### src/rtl/zhegalkin_pkg.sv
// Shared constants and helpers for the Zhegalkin (ANF) transformer.
// State encodings are plain localparams so older tools that lack enum support can read them.
package zhegalkin_pkg;

  typedef logic [1:0] state_t;

  localparam state_t StIdle  = 2'd0;
  localparam state_t StXform = 2'd1;
  localparam state_t StDeg   = 2'd2;
  localparam state_t StDone  = 2'd3;

  localparam logic MODE_TT2ANF = 1'b0;
  localparam logic MODE_ANF2TT = 1'b1;

  function automatic int unsigned popcount(input logic [31:0] v);
    int unsigned c;
    c = 0;
    for (int i = 0; i < 32; i++) begin
      c += 32'(v[i]);
    end
    return c;
  endfunction

endpackage

### src/rtl/zhegalkin_xform_if.sv
// Handshake bundle for the Zhegalkin transformer: request side and result side.
interface zhegalkin_xform_if #(
  parameter int unsigned N = 4
);
  localparam int unsigned TT_W  = 2 ** N;
  localparam int unsigned DEG_W = $clog2(N + 1);

  logic             in_valid;
  logic             in_ready;
  logic [TT_W-1:0]  in_data;
  logic             in_mode;
  logic             out_valid;
  logic             out_ready;
  logic [TT_W-1:0]  out_data;
  logic             out_mode;
  logic [DEG_W-1:0] out_degree;
  logic             out_zero;

  modport master (
    output in_valid, in_data, in_mode, out_ready,
    input  in_ready, out_valid, out_data, out_mode, out_degree, out_zero
  );

  modport slave (
    input  in_valid, in_data, in_mode, out_ready,
    output in_ready, out_valid, out_data, out_mode, out_degree, out_zero
  );

endinterface

### src/rtl/zhegalkin_stage.sv
// One binary Moebius butterfly pass over variable k: d[i] ^= d[i ^ (1<<k)] where bit k of i is set.
module zhegalkin_stage #(
  parameter int unsigned N = 4,
  localparam int unsigned TT_W = 2 ** N,
  localparam int unsigned KW   = (N > 1) ? $clog2(N) : 1
) (
  input  logic [TT_W-1:0] data,
  input  logic [KW-1:0]   k,
  output logic [TT_W-1:0] result
);

  logic [N-1:0] idx;

  always_comb begin
    result = data;
    idx    = '0;
    for (int unsigned i = 0; i < TT_W; i++) begin
      idx = N'(i);
      if (idx[k]) begin
        result[i] = data[i] ^ data[idx ^ (N'(1) << k)];
      end
    end
  end

endmodule

### src/rtl/zhegalkin_xform.sv
// Sequential ANF transformer: one butterfly pass per clock, then a degree/zero summary cycle.
// The transform is its own inverse; mode only picks which side the degree is read from.
module zhegalkin_xform
  import zhegalkin_pkg::*;
#(
  parameter int unsigned N = 4
) (
  input logic           clk,
  input logic           rst_n,
  zhegalkin_xform_if.slave bus
);

  localparam int unsigned TT_W  = 2 ** N;
  localparam int unsigned DEG_W = $clog2(N + 1);
  localparam int unsigned KW    = (N > 1) ? $clog2(N) : 1;

  state_t           state_q, state_d;
  logic [KW-1:0]    k_q, k_d;
  logic [TT_W-1:0]  data_q, data_d;
  logic [TT_W-1:0]  inp_q, inp_d;
  logic             mode_q, mode_d;
  logic [DEG_W-1:0] deg_q, deg_d;
  logic             zero_q, zero_d;

  logic [TT_W-1:0]  stage_out;
  logic [TT_W-1:0]  anf;
  logic [DEG_W-1:0] deg_calc;

  zhegalkin_stage #(
    .N (N)
  ) u_stage (
    .data   (data_q),
    .k      (k_q),
    .result (stage_out)
  );

  // In ANF->TT mode the coefficients are the captured input, not the result.
  always_comb begin
    anf      = (mode_q == MODE_TT2ANF) ? data_q : inp_q;
    deg_calc = '0;
    for (int unsigned i = 0; i < TT_W; i++) begin
      if (anf[i] && (DEG_W'(popcount(i)) > deg_calc)) begin
        deg_calc = DEG_W'(popcount(i));
      end
    end
  end

  always_comb begin
    state_d = state_q;
    k_d     = k_q;
    data_d  = data_q;
    inp_d   = inp_q;
    mode_d  = mode_q;
    deg_d   = deg_q;
    zero_d  = zero_q;
    unique case (state_q)
      StIdle: begin
        if (bus.in_valid) begin
          data_d  = bus.in_data;
          inp_d   = bus.in_data;
          mode_d  = bus.in_mode;
          k_d     = '0;
          state_d = StXform;
        end
      end
      StXform: begin
        data_d = stage_out;
        k_d    = k_q + KW'(1);
        if (k_q == KW'(N - 1)) begin
          state_d = StDeg;
        end
      end
      StDeg: begin
        deg_d   = deg_calc;
        zero_d  = ~|anf;
        state_d = StDone;
      end
      StDone: begin
        if (bus.out_ready) begin
          state_d = StIdle;
        end
      end
      default: state_d = StIdle;
    endcase
  end

  always_ff @(posedge clk or negedge rst_n) begin
    if (!rst_n) begin
      state_q <= StIdle;
      k_q     <= '0;
      data_q  <= '0;
      inp_q   <= '0;
      mode_q  <= 1'b0;
      deg_q   <= '0;
      zero_q  <= 1'b0;
    end else begin
      state_q <= state_d;
      k_q     <= k_d;
      data_q  <= data_d;
      inp_q   <= inp_d;
      mode_q  <= mode_d;
      deg_q   <= deg_d;
      zero_q  <= zero_d;
    end
  end

  assign bus.in_ready   = (state_q == StIdle);
  assign bus.out_valid  = (state_q == StDone);
  assign bus.out_data   = data_q;
  assign bus.out_mode   = mode_q;
  assign bus.out_degree = deg_q;
  assign bus.out_zero   = zero_q;

endmodule

### src/flat_wrapper.sv
// flat-port wrapper written by rule: the top's interface ports become plain ports
module zhegalkin_xform_flat import zhegalkin_pkg::*;
#(
  parameter int unsigned N = 4
)
  (clk, rst_n, bus_in_valid, bus_in_data, bus_in_mode, bus_out_ready, bus_in_ready, bus_out_valid, bus_out_data, bus_out_mode, bus_out_degree, bus_out_zero);
  zhegalkin_xform_if #(.N(N)) bus_i ();
  input logic clk;
  input logic rst_n;
  input wire logic [$bits(bus_i.in_valid)-1:0] bus_in_valid;
  input wire logic [$bits(bus_i.in_data)-1:0] bus_in_data;
  input wire logic [$bits(bus_i.in_mode)-1:0] bus_in_mode;
  input wire logic [$bits(bus_i.out_ready)-1:0] bus_out_ready;
  output wire logic [$bits(bus_i.in_ready)-1:0] bus_in_ready;
  output wire logic [$bits(bus_i.out_valid)-1:0] bus_out_valid;
  output wire logic [$bits(bus_i.out_data)-1:0] bus_out_data;
  output wire logic [$bits(bus_i.out_mode)-1:0] bus_out_mode;
  output wire logic [$bits(bus_i.out_degree)-1:0] bus_out_degree;
  output wire logic [$bits(bus_i.out_zero)-1:0] bus_out_zero;
  assign bus_i.in_valid = bus_in_valid;
  assign bus_i.in_data = bus_in_data;
  assign bus_i.in_mode = bus_in_mode;
  assign bus_i.out_ready = bus_out_ready;
  assign bus_in_ready = bus_i.in_ready;
  assign bus_out_valid = bus_i.out_valid;
  assign bus_out_data = bus_i.out_data;
  assign bus_out_mode = bus_i.out_mode;
  assign bus_out_degree = bus_i.out_degree;
  assign bus_out_zero = bus_i.out_zero;
  zhegalkin_xform #(.N(N)) u_core (.clk(clk), .rst_n(rst_n), .bus(bus_i));
endmodule
### config.mk
export PLATFORM = sky130hd
export DESIGN_NAME = zhegalkin_xform_flat
export DESIGN_NICKNAME = d
export VERILOG_FILES = /design/src/rtl/zhegalkin_pkg.sv /design/src/rtl/zhegalkin_xform_if.sv /design/src/rtl/zhegalkin_stage.sv /design/src/rtl/zhegalkin_xform.sv /design/src/flat_wrapper.sv
export SDC_FILE = /design/constraint.sdc
export NUM_CORES = 1
export LEC_CHECK = 0
export BUFFER_PORTS_ARGS = -buffer_cell sky130_fd_sc_hd__clkbuf_2
export CAP_MARGIN = 40
export CORE_MARGIN = 2
export CORE_UTILIZATION = 62
export DETAILED_ROUTE_END_ITERATION = 10
export PLACE_DENSITY = 0.88
export SYNTH_ARGS = -nofsm -noshare
export SYNTH_HDL_FRONTEND = slang
export SYNTH_HIERARCHICAL = 1
export SYNTH_SLANG_ARGS = --single-unit
export TNS_END_PERCENT = 5
### constraint.sdc
create_clock -name clk -period 6.26 [get_ports clk]
set_input_delay 0.939 -clock clk [delete_from_list [all_inputs] [get_ports clk]]
set_output_delay 0.939 -clock clk [all_outputs]
set_load 0.05 [all_outputs]
# --- After elaboration in Yosys (flattened, before gate mapping) ---
# Index checks and enable logic that the tools add are counted.
word_totals:
  ff_bits: 41
  in_bits: 21
  output_inout_bits: 23
  elab_cells: 250
op_classes:
  n_addsub: 1
  order_cmp: 31
  eq_ne: 23
  shifts: 1
  n_mux: 104
  bitwise: 31
  n_reduce_logical: 37
ops:
  columns: ["operator", "count"]
  rows:
  - ["4-bit by 5-bit less-than comparator with 1-bit output, second input constant", 16]
  - ["1-bit binary-select mux with 4-bit select", 16]
  - ["3-bit AND reduction", 17]
  - ["1-bit 2-to-1 mux", 49]
  - ["3-bit 2-to-1 mux", 14]
  - ["2-bit inequality test, second input constant", 18]
  - ["1-bit binary-select mux with 2-bit select", 16]
  - ["16-bit 2-to-1 mux", 2]
  - ["16-bit one-hot mux with 2 select lines", 1]
  - ["2-bit by 3-bit greater-than comparator with 1-bit output, first input constant", 10]
  - ["16-bit OR reduction", 1]
  - ["1-bit bitwise XOR", 16]
  - ["1-bit logical AND", 14]
  - ["2-bit NOT", 6]
  - ["3-bit NOT", 4]
  - ["1-bit by 3-bit greater-than comparator with 1-bit output, first input constant", 3]
  - ["2-bit 2-to-1 mux", 4]
  - ["2-bit one-hot mux with 4 select lines", 1]
  - ["2-bit == test, second input constant", 3]
  - ["1-bit NOT", 4]
  - ["4-bit NOT", 1]
  - ["2-bit one-hot mux with 2 select lines", 1]
  - ["2-bit AND reduction", 2]
  - ["1-bit by 2-bit << shifter with 4-bit output, first input constant", 1]
  - ["8 further kinds", 8]

# --- Longest topological paths before layout ---
# Gate-level depths: netlist of the first run.
depth:
  ltp_word: 44
  depth_mapped: 11
  depth_no_buf: 9

# --- Modules after synthesis ---
# The synthesis of the first run kept the hierarchy.
modules_own_cells:
  columns: ["mod", "n_inst", "cells_each", "area_per_inst_um2"]
  rows:
  - ["zhegalkin_xform", 1, 163, 1928.1]
  - ["zhegalkin_stage", 1, 115, 1183.6]

# --- Least setup slack after synthesis of the first run ---
# OpenSTA, ideal clock, no wires.
synth_path:
  kind: "register to register"
  from: "reg u_core.k_q[1]"
  to: "reg u_core.data_q[3], in the netlist u_core/bus.out_data[3]"
  setup_ns: 0.133
  t_arrival_ns: 2.166
  t_required_ns: 6.127
  path_slack_ns: 3.961
  path_stages_with_launch: 10
  synth_period_minus_slack_ns: 2.299
  path_cell_list: "dfrtp_1 inv_1 ha_1 buf_4 mux4_2 nand4b_1 o311ai_0 xor2_1 mux2i_1 o21ai_0"
synth_via:
  elab_chain_len: 7
synth_lines:
  columns: ["item", "line", "text"]
  rows:
  - ["start, declared", "zhegalkin_xform.sv:18", "logic [KW-1:0] k_q, k_d;"]
  - ["start signal, assigned", "zhegalkin_xform.sv:98", "k_q <= k_d;"]
  - ["1-bit by 2-bit << shifter with 4-bit output (*)", "zhegalkin_stage.sv:20", "result[i] = data[i] ^ data[idx ^ (N'(1) << k)];"]
  - ["2-bit NOT (no line)", null, null]
  - ["1-bit binary-select mux with 4-bit select (*)", "zhegalkin_stage.sv:20", null]
  - ["1-bit 2-to-1 mux (not written as such) (*)", "zhegalkin_stage.sv:20", null]
  - ["1-bit bitwise XOR (*)", "zhegalkin_stage.sv:20", null]
  - ["1-bit 2-to-1 mux (*)", "zhegalkin_stage.sv:19", "if (idx[k]) begin"]
  - ["net u_core.stage_out[3]", "zhegalkin_xform.sv:25", "logic [TT_W-1:0] stage_out;"]
  - ["16-bit one-hot mux with 2 select lines (*)", "zhegalkin_xform.sv:56", "unique case (state_q)"]
  - ["end signal, assigned", "zhegalkin_xform.sv:99", "data_q <= data_d;"]
  - ["end, declared", "zhegalkin_xform.sv:19", "logic [TT_W-1:0] data_q, data_d;"]
# The timed path passes the listed nets; every way through them passes the cells marked *. The select of a mux whose other input is x is not followed.
# A chain may end at the register's enable or synchronous reset.

# --- Worst setup path after layout of the first run ---
layout_path:
  from: "reg u_core.k_q[1]"
  to: "reg u_core.data_q[15], in the netlist u_core/bus.out_data[15]"
layout_via:
  elab_chain_len: 7
layout_lines:
  columns: ["item", "line"]
  rows:
  - ["1-bit by 2-bit << shifter with 4-bit output", "zhegalkin_stage.sv:20"]
  - ["4-bit NOT (no line)", null]
  - ["1-bit binary-select mux with 4-bit select", "zhegalkin_stage.sv:20"]
  - ["1-bit 2-to-1 mux (not written as such)", "zhegalkin_stage.sv:20"]
  - ["1-bit bitwise XOR", "zhegalkin_stage.sv:20"]
  - ["1-bit 2-to-1 mux", "zhegalkin_stage.sv:19"]
  - ["net u_core.stage_out[15]", "zhegalkin_xform.sv:25"]
  - ["16-bit one-hot mux with 2 select lines", "zhegalkin_xform.sv:56"]
# The timed path passes the listed nets, and every way through them passes these cells. The select of a mux whose other input is x is not followed.

==> results of run 1 <==
[metrics by stage]
stage	hold slack [ns]	utilization [%]	std cells	area, um^2
final	0.508	71.2	382	3410
after global routing	0.523	71.2	382	3410
after CTS	0.511	71.2	382	3410
after detailed placement	0.487	69.4	374	3320
after global placement	0.480	68.3	371	3270
after floorplan	0.479	-	278	3110
[final cells by class]
type	instances	area, um^2
clock inverters	3	17.5
multi-input cells	211	1910
inverters	8	30.0
clock buffers	5	68.8
fillers	346	1380
well taps	67	83.8
repair buffers	47	273
flip-flops and latches	41	1030
[registers in the layout (all words and copies together) (netlist names)]
register	cells
u_core/bus.out_data	16
u_core/bus.out_degree	3
u_core/bus.out_mode	1
u_core/bus.out_zero	1
u_core/inp_q	16
u_core/k_q	2
u_core/state_q	2
[final timing paths]
path,slack [ns],start,cells after the start,end
max,3.31,u_core/k_q[1]$_DFFE_PN0P_,9,u_core/bus.out_data[15]$_DFFE_PN0P_
min,0.51,u_core/bus.out_zero$_DFFE_PN0P_,1,u_core/bus.out_zero$_DFFE_PN0P_
max reg2reg,3.31,u_core/k_q[1]$_DFFE_PN0P_,9,u_core/bus.out_data[15]$_DFFE_PN0P_
min reg2reg,0.51,u_core/bus.out_zero$_DFFE_PN0P_,1,u_core/bus.out_zero$_DFFE_PN0P_
max in group asynchronous,5.28,rst_n,2,u_core/bus.out_data[4]$_DFFE_PN0P_
min in group asynchronous,0.52,rst_n,1,u_core/inp_q[13]$_DFFE_PN0P_
[cell usage after synthesis, types with 2 or more instances]
| cell | count |
|---|---|
| clkbuf_8 | 4 |
| o211a_1 | 3 |
| nor4_1 | 3 |
| o21ai_0 | 22 |
| buf_2 | 5 |
| o21ai_1 | 3 |
| a21oi_1 | 6 |
| buf_6 | 3 |
| mux4_2 | 9 |
| nand2_1 | 28 |
| xnor2_1 | 7 |
| mux4_1 | 4 |
| mux2i_1 | 42 |
| ha_1 | 11 |
| mux2_2 | 28 |
| buf_4 | 4 |
| nor3b_2 | 2 |
| dfrtp_1 | 41 |
| nor2_1 | 9 |
| nor3_1 | 3 |
| xor2_1 | 8 |
| inv_1 | 8 |
| clkbuf_1 | 2 |
[cell families (layout without fill, tap and decap cells)]
group           count (synthesis)  after routing  share of synthesized area [%]
mux                            84             84                           34.0
simple gates                   53             53                           8.16
compound gates                 48             48                           10.4
flops                          41             41                           33.0
buf+inv                        26             63                           5.83
xor+xnor                       15             15                           4.22
fa+ha+maj                      11             11                           4.42
[layer usage]
layer / vias up / share of wire, % / track usage [%]
met4: 0 / 1.3 / 8.73
met2: 110 / 49 / 45.6
met3: 8 / 6.5 / 3.21
met5: - / 0 / 0
met1: 1191 / 44 / 40.0
li1: 1100 / - / -
==> flow_metrics.py, run 1 <==
metrics = {
    "status": {
        "status": "finished, final reports clean",
    },
    "logic_synthesis": {
        "ys_async_sr_fraction_pct": 100,
        "yosysSeqAreaShare_pct": 33.0,
        "ys_warn_count": 6,
        "synth_area_leaders": "dfrtp_1 (33%), mux2i_1 (14%), mux2_2 (10%)",
        "synth_top_area_share_pct": 33.0,
        "yosysUniqueCellTypes": 46,
        "syn_area_mm2": 0.00311,
        "ys.flop_type": "dfrtp_1",
        "postSynthAreaPerCell_um2": 11.2,
        "yosysTopAreaCell": "dfrtp_1",
        "synth-seq-cells": 41,
        "synth_edf_count": 0,
        "syn_nets": 310,
        "syn_inst": 278,
    },
    "route": {
        "first_pass_iters": 5,
        "wl_mm": 7.42,
        "drt_iter0_markers": 240,
        "routed-via-count": 2409,
        "drc": 0,
        "ant_nets": 0,
        "vias_per_cell": 6.31,
        "avgRoutedWirePerCell_um": 19.4,
    },
    "sta": {
        "setup-violations-final": 0,
        "timing.fmax_mhz": 339,
        "tns_ns": 0,
        "worst_pin_slew_ns": 0.724,
        "fin_ws_ns": 3.31,
        "fin_crit_sh_pct": 47.1,
        "finalClockSkew_ns": 0.00447,
        "hold_viol": 0,
        "rsz0062_at_grt": "false",
        "slew_violations": 0,
        "period_needed_ns": 2.95,
        "maxSlewHeadroom_pct": 51.7,
    },
    "global_route": {
        "overflow": 0,
        "grt_pass1_wl_mm": 11.8,
        "grtUsageTotal_pct": 28.1,
        "grt_start_max_net_pins": 32,
        "grt_pass1_vias": 2231,
        "antenna_found_initial": 0,
    },
    "finish": {
        "layout_common_cells": "clkbuf_2 (43), mux2i_1 (42), dfrtp_1 (41), mux2_2 (28), nand2_1 (28)",
        "drive_gt1_share_pct": 32.4,
        "final_common_cell": "clkbuf_2",
        "diodes": 0,
        "syn_to_final_growth_pct": 9.49,
        "nets": 346,
    },
    "critical_path": {
        "crit_path_frequent_cell": "mux2i_1",
        "worst_ep_arrival_time_ns": 3.15,
        "cp_slowest_cell": "ha_1",
        "critPathKind": "reg -> reg",
        "worstSetupStartpointType": "flop",
        "crit_chain": "inv_1 -> ha_1 -> mux4_2 -> mux2i_1 -> nor2_1 -> a21oi_1 -> xnor2_1 -> mux2i_1 -> o21ai_0",
        "cp_max_fo": 12,
        "critPathCaptureType": "flop",
        "cp.required_ns": 6.46,
        "crit_family": "multiplexers",
        "cp_num_buf_inv": 1,
        "cpPeakStageDelay_ns": 0.66,
    },
    "clocking": {
        "clk_path_buf_depth": 2,
        "clk_latency_ns": 0.30,
        "clk_pin_slew_ns": 0.08,
        "cts_max_level": 2,
        "cts-resized-gates": 0,
        "tritoncts": "built",
        "hold_buffers": 0,
        "clkSinkCount": 41,
        "cts_root_buf": "clkbuf_8",
        "cts_made_buffers": 5,
        "cts_setup_buffers": 0,
    },
    "placed_design": {
        "port_buffers": 43,
        "place_ws_ns": 3.39,
        "gp_congestion": 0.929,
        "place_hpwl_mm": 5.34,
    },
    "floorplanning": {
        "die_w_um": 74.8,
        "initial_core_util_pct": 65.0,
        "coreArea_mm2": 0.00479,
        "rows": 25,
        "ios": 44,
        "dieHeight_um": 74.8,
        "die_area_mm2": 0.00560,
    },
    "worst_hold_path": {
        "hold_path.class": "reg -> reg",
    },
    "flow_run": {
        "drv_cap": 0,
    },
}
Power of run 1 is not shown: default switching activity piles up to over one toggle a cycle in this logic, so the estimate is an artifact.
==> run 2, diff against run 1 <==
- CORE_UTILIZATION: 62 -> 58
- PLACE_DENSITY: 0.88 -> 0.84
- clock period: 6.26 -> 2.92 ns (I/O delays scaled with it)
==> flow_metrics.py, run 2 (synthesis results as in run 1) <==
metrics = {
    "status": {
        "status": "finished, final reports clean",
    },
    "clocking": {
        "clk_pin_slew_ns": 0.08,
        "cts_root_buf": "clkbuf_8",
        "clkSinkCount": 41,
        "clk_path_buf_depth": 2,
        "tritoncts": "built",
        "cts_max_level": 2,
        "cts_made_buffers": 5,
        "cts_setup_buffers": 0,
        "hold_buffers": 0,
        "clk_latency_ns": 0.30,
    },
    "finish": {
        "diodes": 0,
        "final_common_cell": "clkbuf_2",
        "layout_common_cells": "clkbuf_2 (43), mux2i_1 (42), dfrtp_1 (41), mux2_2 (28), nand2_1 (28)",
        "stdcell_count": 391,
        "fillers": 418,
        "syn_to_final_growth_pct": 11.7,
        "drive_gt1_share_pct": 34.3,
        "nets": 352,
    },
    "placed_design": {
        "port_buffers": 43,
        "place_hpwl_mm": 5.68,
        "placed_cells": 383,
        "gp_congestion": 0.950,
    },
    "route": {
        "met2_length_mm": 3.72,
        "first_pass_iters": 6,
        "vias_per_cell": 6.27,
        "avgRoutedWirePerCell_um": 20.0,
        "wl_met1_mm": 3.41,
        "drt_iter0_markers": 207,
        "drc": 0,
        "routed-via-count": 2450,
        "ant_nets": 0,
        "routed.top_layer": "met4",
        "wl_mm": 7.80,
        "route.met3.wl_um": 486,
    },
    "sta": {
        "rsz0062_at_grt": "false",
        "tns_ns": 0,
        "setup-violations-final": 0,
        "finalClockSkew_ns": 0.00282,
        "maxSlewHeadroom_pct": 55.8,
        "period_needed_ns": 2.75,
        "worst_pin_slew_ns": 0.662,
        "hold_viol": 0,
        "timing.fmax_mhz": 364,
        "fin_crit_sh_pct": 94.1,
        "slew_violations": 0,
    },
    "critical_path": {
        "reg2reg_to": "u_core/bus.out_data[13]$_DFFE_PN0P_",
        "worstSetupStartpointType": "flop",
        "r2r-start": "u_core/k_q[0]$_DFFE_PN0P_",
        "cp_max_fo": 12,
        "critPathCaptureType": "flop",
        "critPathKind": "reg -> reg",
        "cp.required_ns": 3.15,
        "worst_ep_arrival_time_ns": 2.97,
        "rrSetupSlack_ns": 0.17,
        "ff2ff_path_depth": 9,
    },
    "floorplanning": {
        "die_area_mm2": 0.00597,
        "rows": 26,
        "coreArea_mm2": 0.00514,
        "dieHeight_um": 77.2,
        "ios": 44,
        "initial_core_util_pct": 60.5,
        "die_w_um": 77.2,
    },
    "flow_run": {
        "drv_cap": 0,
    },
    "global_route": {
        "grt_pass1_vias": 2429,
        "grt_start_max_net_pins": 35,
        "overflow": 0,
        "antenna_found_initial": 0,
        "grtUsageTotal_pct": 27.0,
        "grt_pass1_wl_mm": 12.6,
    },
    "worst_hold_path": {
        "hold_path.class": "in -> async",
    },
}
-- run 2: cell types whose count changed in the layout (fill, tap and decap cells not counted), moves of 2 or more --
cell / previous run / this run
ha_2: 0 / 2
buf_4: 1 / 9
buf_8: 2 / 0
ha_1: 11 / 9
clkinv_2: 2 / 0
-- run 2: worst max-delay path, stage by stage, from the launching register on --
cell and delay (ns):
dfrtp_1 0.39, inv_1 0.14, ha_1 0.57, mux4_1 0.63
mux2i_1 0.23, a21oi_1 0.12, o21ai_0 0.19, xnor2_1 0.17
mux2i_1 0.09, o21ai_0 0.14
-- run 2: per-layer routing --
metal | track usage [%] | vias to the layer above
met4 | 10.0 | 0
met1 | 37.0 | 1224
met3 | 5.41 | 15
met2 | 42.4 | 106
met5 | 0 | -
li1 | - | 1105
-- run 2: worst max-delay path by stage --
stage	from	end	slack, ns	cells past startpoint
floorplan	u_core/k_q[1]$_DFFE_PN0P_	u_core/bus.out_data[3]$_DFFE_PN0P_	0.62	9
global placement	u_core/k_q[0]$_DFFE_PN0P_	u_core/bus.out_data[5]$_DFFE_PN0P_	0.34	9
detailed placement	u_core/k_q[1]$_DFFE_PN0P_	u_core/bus.out_data[15]$_DFFE_PN0P_	0.20	10
CTS	u_core/k_q[1]$_DFFE_PN0P_	u_core/bus.out_data[15]$_DFFE_PN0P_	0.18	10
global route	u_core/k_q[1]$_DFFE_PN0P_	u_core/bus.out_data[5]$_DFFE_PN0P_	0.02	8
finish	u_core/k_q[0]$_DFFE_PN0P_	u_core/bus.out_data[13]$_DFFE_PN0P_	0.17	9
-- run 2: layout make-up --
| cell class | count | area, um^2 | share of cell area [%] |
|---|---|---|---|
| clock buffer | 5 | 68.8 | 1.98 |
| clock inverter | 3 | 46.3 | 1.33 |
| inverter | 8 | 30.0 | 0.864 |
| multi-input combinational | 211 | 1910 | 55.1 |
| sequential | 41 | 1030 | 29.5 |
| tap | 70 | 87.6 | 2.52 |
| timing repair buffer | 53 | 303 | 8.71 |
-- run 2: timing repair --
item                                    in CTS  in global routing
endpoints found under the setup margin       0                  4
endpoints found under the hold margin        0                  0
resized for setup                            0                  2
-- run 2: per-stage QoR --
| stage | worst slack, ns | hold WS, ns | utilization [%] | cell area [um^2] |
|---|---|---|---|---|
| 2_1_floorplan | 0.621 | 0.142 | - | 3110 |
| 3_3_place_gp | 0.339 | 0.486 | 64.9 | 3330 |
| 3_5_place_dp | 0.199 | 0.379 | 65.3 | 3350 |
| 4_1_cts | 0.180 | 0.0561 | 67.5 | 3470 |
| 5_1_grt | 0.0201 | 0.0647 | 67.6 | 3470 |
| 6_report | 0.172 | 0.0463 | 67.6 | 3470 |
Power of run 2 is left out for the same reason.
